File: src/rtl/fetch_queue.sv
// Fetch stage: sequential PC generation, pipelined in-order instruction memory requests,
// DEPTH-entry prefetch queue ahead of IF/ID; redirects drop stale responses via a 1-bit epoch tag.
module fetch_queue #(
  parameter int              XLEN            = 32,
  parameter int              DEPTH           = 4,
  parameter int              MAX_OUTSTANDING = 2,
  parameter logic [XLEN-1:0] RESET_PC        = '0
) (
  input  logic                       clk,
  input  logic                       rst_n,
  input  logic                       StallF,
  input  logic                       StallD,
  input  logic                       PCSrcD,
  input  logic [XLEN-1:0]            PCBranchD,
  output logic                       IReqValid,
  output logic [XLEN-1:0]            IReqAddr,
  input  logic                       IReqReady,
  input  logic                       IRespValid,
  input  logic [31:0]                IRespData,
  output logic [31:0]                InstrD,
  output logic [XLEN-1:0]            PCD,
  output logic [XLEN-1:0]            PCPD,
  output logic                       ValidD,
  output logic [$clog2(DEPTH+1)-1:0] QueueCount
);
  localparam int          QW  = $clog2(DEPTH + 1);
  localparam int          PW  = (DEPTH > 1) ? $clog2(DEPTH) : 1;
  localparam int          FW  = (MAX_OUTSTANDING > 1) ? $clog2(MAX_OUTSTANDING) : 1;
  localparam int          OW  = $clog2(MAX_OUTSTANDING + 1);
  localparam logic [31:0] NOP = 32'h0000_0013;

  logic [XLEN-1:0] r_pc;
  logic            r_epoch;

  logic [31:0]     r_q_instr [DEPTH];
  logic [XLEN-1:0] r_q_pc    [DEPTH];
  logic [PW-1:0]   r_q_rd, r_q_wr;
  logic [QW-1:0]   r_q_cnt;

  logic            r_f_epoch [MAX_OUTSTANDING];
  logic [XLEN-1:0] r_f_pc    [MAX_OUTSTANDING];
  logic [FW-1:0]   r_f_rd, r_f_wr;
  logic [OW-1:0]   r_f_cnt;

  logic [31:0]     r_instr;
  logic [XLEN-1:0] r_pcd, r_pcpd;
  logic            r_validd;

  logic w_issue, w_accept, w_resp, w_keep, w_deq;

  // Credit: queue slots are reserved at issue time, so an in-flight response always has room.
  assign w_issue  = rst_n && !StallF && !PCSrcD &&
                    (int'(r_f_cnt) < MAX_OUTSTANDING) &&
                    ((int'(r_q_cnt) + int'(r_f_cnt)) < DEPTH);
  assign w_accept = w_issue && IReqReady;
  assign w_resp   = IRespValid && (r_f_cnt != '0);
  assign w_keep   = w_resp && (r_f_epoch[r_f_rd] == r_epoch) && !PCSrcD;
  assign w_deq    = !StallD && !PCSrcD && (r_q_cnt != '0);

  function automatic logic [FW-1:0] f_next(input logic [FW-1:0] p);
    return (int'(p) == MAX_OUTSTANDING - 1) ? '0 : p + FW'(1);
  endfunction

  always_ff @(posedge clk or negedge rst_n) begin
    if (!rst_n) begin
      r_pc    <= RESET_PC;
      r_epoch <= 1'b0;
    end else if (PCSrcD) begin
      r_pc    <= {PCBranchD[XLEN-1:2], 2'b00};
      r_epoch <= ~r_epoch;
    end else if (w_accept) begin
      r_pc    <= r_pc + XLEN'(4);
    end
  end

  always_ff @(posedge clk or negedge rst_n) begin
    if (!rst_n) begin
      r_f_rd  <= '0;
      r_f_wr  <= '0;
      r_f_cnt <= '0;
    end else begin
      if (w_accept) r_f_wr <= f_next(r_f_wr);
      if (w_resp)   r_f_rd <= f_next(r_f_rd);
      r_f_cnt <= r_f_cnt + OW'(w_accept) - OW'(w_resp);
    end
  end

  always_ff @(posedge clk) begin
    if (w_accept) begin
      r_f_epoch[r_f_wr] <= r_epoch;
      r_f_pc[r_f_wr]    <= r_pc;
    end
    if (w_keep) begin
      r_q_instr[r_q_wr] <= IRespData;
      r_q_pc[r_q_wr]    <= r_f_pc[r_f_rd];
    end
  end

  always_ff @(posedge clk or negedge rst_n) begin
    if (!rst_n) begin
      r_q_rd  <= '0;
      r_q_wr  <= '0;
      r_q_cnt <= '0;
    end else if (PCSrcD) begin
      r_q_rd  <= '0;
      r_q_wr  <= '0;
      r_q_cnt <= '0;
    end else begin
      if (w_keep) r_q_wr <= r_q_wr + PW'(1);
      if (w_deq)  r_q_rd <= r_q_rd + PW'(1);
      r_q_cnt <= r_q_cnt + QW'(w_keep) - QW'(w_deq);
    end
  end

  // Bubbles keep the previous PCD/PCPD; only the instruction and valid bit change.
  always_ff @(posedge clk or negedge rst_n) begin
    if (!rst_n) begin
      r_instr  <= NOP;
      r_pcd    <= '0;
      r_pcpd   <= '0;
      r_validd <= 1'b0;
    end else if (PCSrcD) begin
      r_instr  <= NOP;
      r_validd <= 1'b0;
    end else if (!StallD) begin
      if (w_deq) begin
        r_instr  <= r_q_instr[r_q_rd];
        r_pcd    <= r_q_pc[r_q_rd];
        r_pcpd   <= r_q_pc[r_q_rd] + XLEN'(4);
        r_validd <= 1'b1;
      end else begin
        r_instr  <= NOP;
        r_validd <= 1'b0;
      end
    end
  end

  assign IReqValid  = w_issue;
  assign IReqAddr   = r_pc;
  assign InstrD     = r_instr;
  assign PCD        = r_pcd;
  assign PCPD       = r_pcpd;
  assign ValidD     = r_validd;
  assign QueueCount = r_q_cnt;
endmodule

File: config.mk
export PLATFORM = sky130hd
export DESIGN_NAME = fetch_queue
export DESIGN_NICKNAME = d
export VERILOG_FILES = /design/src/rtl/fetch_queue.sv
export SDC_FILE = /design/constraint.sdc
export NUM_CORES = 1
export LEC_CHECK = 0
export BUFFER_PORTS_ARGS = -buffer_cell sky130_fd_sc_hd__clkbuf_2
export CAP_MARGIN = 30
export CORE_MARGIN = 10
export CORE_UTILIZATION = 58
export DETAILED_ROUTE_END_ITERATION = 6
export PLACE_DENSITY = 0.79
export SYNTH_ARGS = -nofsm -noshare
export SYNTH_HDL_FRONTEND = slang
export SYNTH_SLANG_ARGS = --single-unit
File: constraint.sdc
create_clock -name clk -period 4.3 [get_ports clk]
set_clock_uncertainty 0.05 [all_clocks]
set_input_delay 0.43 -clock clk [delete_from_list [all_inputs] [get_ports clk]]
set_output_delay 0.43 -clock clk [all_outputs]
set_load 0.05 [all_outputs]
* After elaboration in Yosys (flattened, before gate mapping)
Memory sizes are Yosys's and may differ from the RTL's.
Cells that the tools add are included.
** Word-level totals
- Word-level logic and storage cells :: 72
- Output and inout bits :: 133
- Register bits :: 141
- Bits in writable memories :: 322
- Memories :: 4
** Cells by class
- Equality and inequality tests :: 2
- Magnitude comparators :: 2
- Bitwise operators :: 3
- Muxes and demuxes :: 19
- Reduce and logical (&&, ||, !) cells :: 19
- Add/sub/neg operators :: 11
** Memories
- r_q_instr :: words 4, width 32, read ports 1, clocked after Yosys merged registers in 0, wr ports 1, RTL line 35 : logic [31:0] r_q_instr [DEPTH];
- r_q_pc :: words 4, width 32, read ports 1, clocked after Yosys merged registers in 0, wr ports 1, RTL line 36 : logic [XLEN-1:0] r_q_pc [DEPTH];
- r_f_pc :: words 2, width 32, read ports 1, clocked after Yosys merged registers in 0, wr ports 1, RTL line 41 : logic [XLEN-1:0] r_f_pc [MAX_OUTSTANDING];
- r_f_epoch :: words 2, width 1, read ports 1, clocked after Yosys merged registers in 0, wr ports 1, RTL line 40 : logic r_f_epoch [MAX_OUTSTANDING];
** Operator list (count)
- $mux W32 :: 5
- $add A32 B3 Y32 const B :: 2
- $logic_and A1 B1 Y1 :: 10
- $mux W1 :: 9
- $mux W2 :: 4
- $reduce_bool A2 Y1 :: 4
- $add A2 B1 Y2 const B :: 2
- $add A3 B2 Y4 :: 1
- $lt A4 B3 Y1 const B :: 1
- $add A3 B1 Y3 :: 1
- $logic_not A1 Y1 :: 3
- $mux W3 :: 1
- $not A1 Y1 :: 3
- $reduce_and A3 Y1 :: 1
- $reduce_bool A3 Y1 :: 1
- $sub A3 B1 Y3 :: 1
- $add A1 B1 Y1 const B :: 2
- $add A2 B1 Y2 :: 1
- $lt A2 B2 Y1 const B :: 1
- $ne A2 B1 Y1 const B :: 1
- $sub A2 B1 Y2 :: 1
- $eq A1 B1 Y1 :: 1

* Longest topological paths before layout
Gate-level depths: netlist (run 1).
- Depth after elaboration :: 8
- Gate-level depth with buffers :: 13
- Depth with buffers taken out :: 12

* Least setup slack after synthesis (run 1)
Ideal clock, no wire load.
- Path type :: register -> register
- Start :: reg r_q_cnt[1], in the netlist QueueCount[1]
- End :: mem r_f_epoch[0] (enable)
- Setup time :: 0.419 ns
- Cell stages (with the launch flop) :: 8
- Arrival :: 3.249 ns
- Slack :: 0.582 ns
- Period minus slack after synthesis :: 3.718 ns
- Path through :: dfrtp_1 > ha_1 > nor4b_1 > and4_1 > buf_2 > clkinv_1 > clkbuf_1 > nor2_1
** Between the ends
- Longest elaborated chain between the ends :: 6
** RTL lines
- start, declared :: RTL line 38 : logic [QW-1:0] r_q_cnt;
- start signal, assigned :: RTL line 111 : r_q_cnt <= r_q_cnt + QW'(w_keep) - QW'(w_deq);
- $add A3 B2 Y4 :: RTL line 54 : ((int'(r_q_cnt) + int'(r_f_cnt)) < DEPTH);
- $lt A4 B3 Y1 :: RTL line 54
- $logic_and A1 B1 Y1 :: RTL line 53 : (int'(r_f_cnt) < MAX_OUTSTANDING) &&
- $logic_and A1 B1 Y1 :: RTL line 55 : assign w_accept = w_issue && IReqReady;
- $mux W1 :: RTL line 89 : if (w_accept) begin
- $mux W1 (not written as such) :: RTL line 90 : r_f_epoch[r_f_wr] <= r_epoch;
- end, declared :: RTL line 40
No other way between the ends.

* Final worst setup path (run 1)
- Start :: reg r_q_cnt[1], in the netlist QueueCount[1]
- End :: reg r_pc[5], in the netlist IReqAddr[5]
** Between the ends
- Longest elaborated chain between the ends :: 5
** RTL lines
- $add A3 B2 Y4 :: RTL line 54
- $lt A4 B3 Y1 :: RTL line 54
- $logic_and A1 B1 Y1 :: RTL line 53
- $logic_and A1 B1 Y1 :: RTL line 55
- $reduce_bool A2 Y1 (no line)
- end signal, assigned :: RTL line 69 : r_pc <= {PCBranchD[XLEN-1:2], 2'b00};
- end signal, assigned :: RTL line 72 : r_pc <= r_pc + XLEN'(4);
- end, declared :: RTL line 32 : logic [XLEN-1:0] r_pc;
No other way between the ends.
A chain may end at the register's enable or synchronous reset.

==> results of run 1 <==
-- power breakdown --
group	leakage [nW]	internal, mW	total (mW)	switching (mW)
clock network	0.697	2.16	3.75	1.59
logic	2.62	1.09	3.68	2.59
registers	4.49	5.27	5.70	0.426
total	7.81	8.53	13.1	4.60
-- critical path: stages (launching register included) --
cell      delay (ns)
dfrtp_1         0.45
ha_1            0.23
nor4b_1         0.26
and4_1          0.24
buf_4           0.25
clkinv_1        0.58
nand2b_1        0.60
o21ai_0         0.16
a221o_1         0.32
-- cell usage in the layout (no fill, tap or decap), types with 25 or more instances in the layout --
master,instances
edfxtp_1,310
dfrtp_1,130
clkbuf_16,44
mux2_2,30
o21ai_0,43
clkbuf_2,194
a22o_1,32
mux4_2,49
nand4_1,25
nand2_1,150
nor2_1,36
-- final cells by class --
class,count,area (um2),share of cell area
diodes,2,5.00,0.000243
clock buffers,61,1240,0.0604
clock inverters,21,189,0.00916
inverters,17,63.8,0.00309
multi-input cells,591,4740,0.230
flip-flops and latches,445,12700,0.616
well taps,396,495,0.0240
repair buffers,218,1190,0.0577
-- flip-flops by register name, indices dropped and copies added, names as in the netlist --
| name | cells |
|---|---|
| PCPD | 30 |
| r_f_wr | 1 |
| r_q_instr | 128 |
| r_q_wr | 2 |
| ValidD | 1 |
| r_f_cnt | 2 |
| InstrD | 32 |
| IReqAddr | 30 |
| r_f_pc | 60 |
| r_q_rd | 2 |
| r_q_pc | 120 |
| PCD | 30 |
| r_f_epoch | 2 |
| r_f_rd | 1 |
| QueueCount | 3 |
| r_epoch | 1 |
-- final timing paths --
path / from / end / slack, ns / cells past startpoint
min: PCBranchD[17] / IReqAddr[17] / 0.04 / 3
max: QueueCount[1] / IReqAddr[5] / 1.04 / 8
max reg2reg: QueueCount[1] / IReqAddr[5] / 1.04 / 8
min reg2reg: PCD[11] / PCD[11] / 0.43 / 2
max in group asynchronous: rst_n / PCD[20] / 2.23 / 5
min in group asynchronous: rst_n / IReqAddr[23] / 0.46 / 3
-- cells by family after synthesis --
family | Yosys count | synth area share
and+or+nand+nor | 310 | 0.0846
other | 1 | 0.000211
muxes | 96 | 0.103
adders and majority gates | 12 | 0.00887
xor gates and xnor gates | 28 | 0.0138
DFF | 445 | 0.714
buffers and inverters | 80 | 0.0209
AOI/OAI and AO/OA | 139 | 0.0550
-- per-stage QoR --
step | instance area [um2] | power [mW]
finish | 20600 | 13.1
global route | 20600 | 13.7
CTS | 20600 | 13.2
detailed placement | 19200 | 9.46
global placement | 19100 | 9.36
floorplan | 17800 | 8.46
-- repair_timing --
action | in CTS | in global routing
endpoints found under the setup margin | 0 | 0
buffers inserted | 0 | 0
endpoints found under the hold margin | 35 | 0
hold buffers | 1 | 0
-- per-layer routing --
metal / vias to the layer above / wire (um) / global-route usage
li1: 4708 / - / -
met1: 5213 / 16800 / 0.291
met2: 475 / 19100 / 0.326
met3: 59 / 3140 / 0.0433
met4: 0 / 818 / 0.0566
met5: - / 0 / 0
==> impl_results.md, run 1 <==
- Status: completed
- Placed cells: approximately 1,700
- Final wirelength: 39,900 um
- Die footprint: 38,000 um2
- Row cnt: 64
- Die Y: between 150 and 200 um
- Type of the worst setup path: flop to flop
- Crit path launch type: flop
- Ports: around 200
- Clock Sink Count: 445
- Largest cells by area after synthesis: edfxtp_1, dfrtp_1, mux4_2
- Root Driver: clkbuf_16
- Share of cells above drive strength 1: 0.279
- TNS Setup: 0 ns
- Final Hold Viols: 0
- Synth Cell Area: 17,800 um2
- Initial Util: 0.584
- YS warnings: 0
- Port Buffers: just under 200
- Maxcap violations: 0
- Unique cell type count in the Yosys netlist: 52
- Leading cell types by count after synthesis: edfxtp_1, nand2_1, dfrtp_1
- Crit. End Element: flop
- Post_cts resized: 0
- CTS tree: yes
- Largest net degree at the start of global routing: 95
- Antenna-violating nets left: 0
- Endpoints failing setup: 0
- EDFF count, synth: 310
- Number of iterations in the first detailed-routing pass: 5
- Worst-path clk slew: around 0.06 ns
- Asr flop ratio synth: 0.303
- Post-Layout Cell Count: 1,751
- Number of synthesized register bits: 445
- Fillcell total: between 2,000 and 2,500
- Die W: around 200 um
- Post-DP HPWL: roughly 25,000 um
- Global-route usage over all layers: 0.208
- Post-layout util: 0.678
- Post-synth top flop: edfxtp_1
- Setup repair after global routing missed its margin: no
- Global-route wire length before repair: between 60,000 and 70,000 um
- Worst skew pair latency: approximately 0.55 ns
- WP data required: around 4.7 ns
- Normalized max-slew margin: 0.383
- Starting DRC count in detailed routing: 1,040
- Worst hold-check path type: input pin to flop
- Seq/Total Area, Yosys: 0.714
- Slew at the pin closest to its max-slew limit: 0.925 ns
- Cts bufs inserted: 44
- Pwr/cell area: roughly 640 nW/um2
- Largest area contributor in the netlist: edfxtp_1
- GP Congestion: 0.831
- Final worst setup slack: 1.04 ns
- Area delta synth->final: 16.0%
- Count leader, synth: edfxtp_1
- Min cycle time layout: 3.26 ns
- Grt total ovfl: 0
- VDD IR max: ~0.46 mV
- Achievable Freq: slightly above 300 MHz
- Yosys top cell area share: 0.524
- Final slew viol count: 0
- Number of global-route vias before repair: 10,800
- Longest Clk Path Bufs: 3
- Avg Inst Size Synth: 16.0 um2
- Dpl ws: a little over 1 ns
- DR vias/cell: 5.97
- Nets: between 1,000 and 1,500
- CORE AREA: 30,400 um2
- Critical Path Fanout Max: 21
- WL/cell: about 23 um
- H-Tree Depth: 2
- Initial antenna violation count: 2
- DRC errors left: 0
- Vias: 10,500
- Syn Inst Count: 1,111
- Period utilisation layout: 0.758
- Worst hold slack: approximately 0.038 ns
- LEAKAGE: 7.81 nW
- Crit path DAT: around 3.6 ns
Power figures use the tool's default switching activity.
==> inputs of run 2 (changes only) <==
Clock period 4.3 ns to 3.4 ns, I/O delays scaled along.
==> run 2 against run 1 <==
Effect of this change: setup slack lost 0.45 ns; die area unchanged; combinational power is 31% higher; routed wire length up 0.64%; non-clock buffer count rose by 57; flip-flop and latch count did not move; power increased by 29%; fmax rose by 16%; first-iteration DRC count is 12% lower; critical endpoint is now PCPD[22]; highest routed layer is now met5.
==> impl_results.md, run 2 (synthesis results as in run 1) <==
- Area delta synth->final: 19.9% (was 16.0%)
- Fillcell total: 1,894 (was 2,015)
- Grt total ovfl: 0 (unchanged)
- Commonest cells after routing, fill and taps aside: edfxtp_1, clkbuf_2, nand2_1, dfrtp_1, dlygate4sd3_1 (was edfxtp_1, clkbuf_2, nand2_1, dfrtp_1, mux4_2)
- TNS Setup: 0 ns (unchanged)
- Initial Util: 0.584 (unchanged)
- Post-CTS Setup Repair Bufs: 0 (unchanged)
- Commonest non-fill, non-tap cell in the layout: edfxtp_1 (unchanged)
- Nets: 1,458 (was 1,400)
- Final Hold Viols: 0 (unchanged)
- WL/cell: 22.2 um (was 22.8 um)
- Share of cells above drive strength 1: 0.268 (was 0.279)
- Hold-fix buffers, CTS: 58 (was 1)
- Die footprint: 38,000 um2 (unchanged)
- Cts bufs inserted: 45 (was 44)
- Clk pwr share: 0.291 (was 0.286)
- Post_cts resized: 0 (unchanged)
- VDD IR max: 0.372 mV (was 0.463 mV)
- Port Buffers: 195 (unchanged)
- Placed cells: 1,666 (unchanged)
- Post-Layout Cell Count: 1,809 (was 1,751)
- Comb pwr share: 0.284 (was 0.280)
- Global-route wire length before repair: 63,000 um (was 62,900 um)
- Flop pwr share: 0.424 (was 0.434)
- DR vias/cell: 5.92 (was 5.97)
- CTS tree: yes (unchanged)
- Largest reg by FF count: r_q_instr (unchanged)
- Top flop regs: r_q_instr x128, r_q_pc x120, r_f_pc x60 (unchanged)
- Period utilisation layout: 0.828 (was 0.758)
- Number of iterations in the first detailed-routing pass: 5 (unchanged)
- Global-route usage over all layers: 0.208 (about the same)
- Starting DRC count in detailed routing: 911 (was 1,040)
- Longest Clk Path Bufs: 3 (unchanged)
- Antenna-violating nets left: 0 (unchanged)
- Final wirelength: 40,200 um (was 39,900 um)
- Tot Pwr: 16.9 mW (was 13.1 mW)
- Number of flip-flops in the largest register: 128 (unchanged)
- Endpoints failing setup: 0 (unchanged)
- P_sw: 5.86 mW (was 4.60 mW)
- Root Driver: clkbuf_16 (unchanged)
- Pwr/cell area: 794 nW/um2 (was 636 nW/um2)
- Worst skew pair latency: 0.55 ns (about the same)
- Setup repair after global routing missed its margin: no (unchanged)
- Largest net degree at the start of global routing: 136 (was 95)
- Status: completed (unchanged)
- LEAKAGE: 8.09 nW (was 7.81 nW)
- Worst-path clk slew: 0.06 ns (about the same)
- DRC errors left: 0 (unchanged)
- Initial antenna violation count: 2 (unchanged)
- Power Internal: 11.1 mW (was 8.53 mW)
- Worst hold-check path type: input pin to flop (unchanged)
- Crit. End Element: flop (unchanged)
- Row cnt: 64 (unchanged)
- CORE AREA: 30,400 um2 (unchanged)
- Die W: 195 um (unchanged)
- Critical Path Fanout Max: 13 (was 21)
- WP data required: 3.82 ns (was 4.68 ns)
- H-Tree Depth: 2 (unchanged)
- Min cycle time layout: 2.82 ns (was 3.26 ns)
- Final slew viol count: 0 (unchanged)
- Clock Sink Count: 445 (unchanged)
- Number of global-route vias before repair: 11,000 (was 10,800)
- Maxcap violations: 0 (unchanged)
- GP Congestion: 0.834 (was 0.831)
- Die Y: 195 um (unchanged)
- Achievable Freq: 355 MHz (was 307 MHz)
- Normalized max-slew margin: 0.424 (was 0.383)
- Switching share of power: 0.346 (was 0.350)
- Vias: 10,700 (was 10,500)
- Type of the worst setup path: flop to flop (unchanged)
- Post-DP HPWL: 24,700 um (was 25,100 um)
- Crit path launch type: flop (unchanged)
- Ports: 204 (unchanged)
- Slew at the pin closest to its max-slew limit: 0.864 ns (was 0.925 ns)
- Crit path DAT: 3.23 ns (was 3.64 ns)
## run 2: worst paths after layout
check,start,end,slack [ns],cells after the start
max in group asynchronous,rst_n,r_q_rd[0],2.14,3
setup / recovery,r_q_rd[0],PCPD[22],0.58,6
min in group asynchronous,rst_n,InstrD[15],0.40,3
setup reg to reg,r_q_rd[0],PCPD[22],0.58,6
hold / removal,PCBranchD[7],IReqAddr[7],0.02,3
hold reg to reg,PCD[20],PCD[20],0.43,2
## run 2: power groups by stage
| stage | Clock [mW] | Combinational, mW | Sequential [mW] |
|---|---|---|---|
| floorplan | 0 | 2.03 | 8.67 |
| global placement | 0 | 4.66 | 7.22 |
| detailed placement | 0 | 4.76 | 7.26 |
| CTS | 5.00 | 4.86 | 7.16 |
| global route | 5.23 | 5.14 | 7.25 |
| finish | 4.93 | 4.81 | 7.17 |
## run 2: metal layers
| metal | up-vias | wire, um | global-route usage |
|---|---|---|---|
| met4 | 2 | 822 | 0.0594 |
| met3 | 58 | 2960 | 0.0492 |
| met5 | - | 11 | 0 |
| met2 | 445 | 19500 | 0.326 |
| li1 | 4827 | - | - |
| met1 | 5381 | 16900 | 0.286 |
## run 2: layout make-up
class | count | area [um2] | share of cell area
diodes | 1 | 2.50 | 0.000117
multi-input cells | 591 | 4740 | 0.223
flip-flops and latches | 445 | 12700 | 0.596
clock buffers | 69 | 1320 | 0.0618
well taps | 396 | 495 | 0.0233
inverters | 17 | 63.8 | 0.00299
clock inverters | 15 | 188 | 0.00881
repair buffers | 275 | 1800 | 0.0846
## run 2: per-stage QoR
step | util | cell area [um2] | hold slack [ns] | setup WS (ns)
2_1_floorplan | - | 17800 | -0.00559 | 0.193
3_3_place_gp | 0.632 | 19200 | 0.408 | 0.641
3_5_place_dp | 0.632 | 19200 | 0.413 | 0.595
4_1_cts | 0.700 | 21300 | 0.00469 | 0.585
5_1_grt | 0.700 | 21300 | 0.0248 | 0.429
6_report | 0.700 | 21300 | 0.0201 | 0.585
## run 2: worst max-delay path: stages, from the launching register on
cell,delay [ns]
dfrtp_4,0.60
buf_12,0.20
mux4_1,0.45
nand2_1,0.17
or4_1,0.66
or4_1,0.44
a31oi_1,0.16
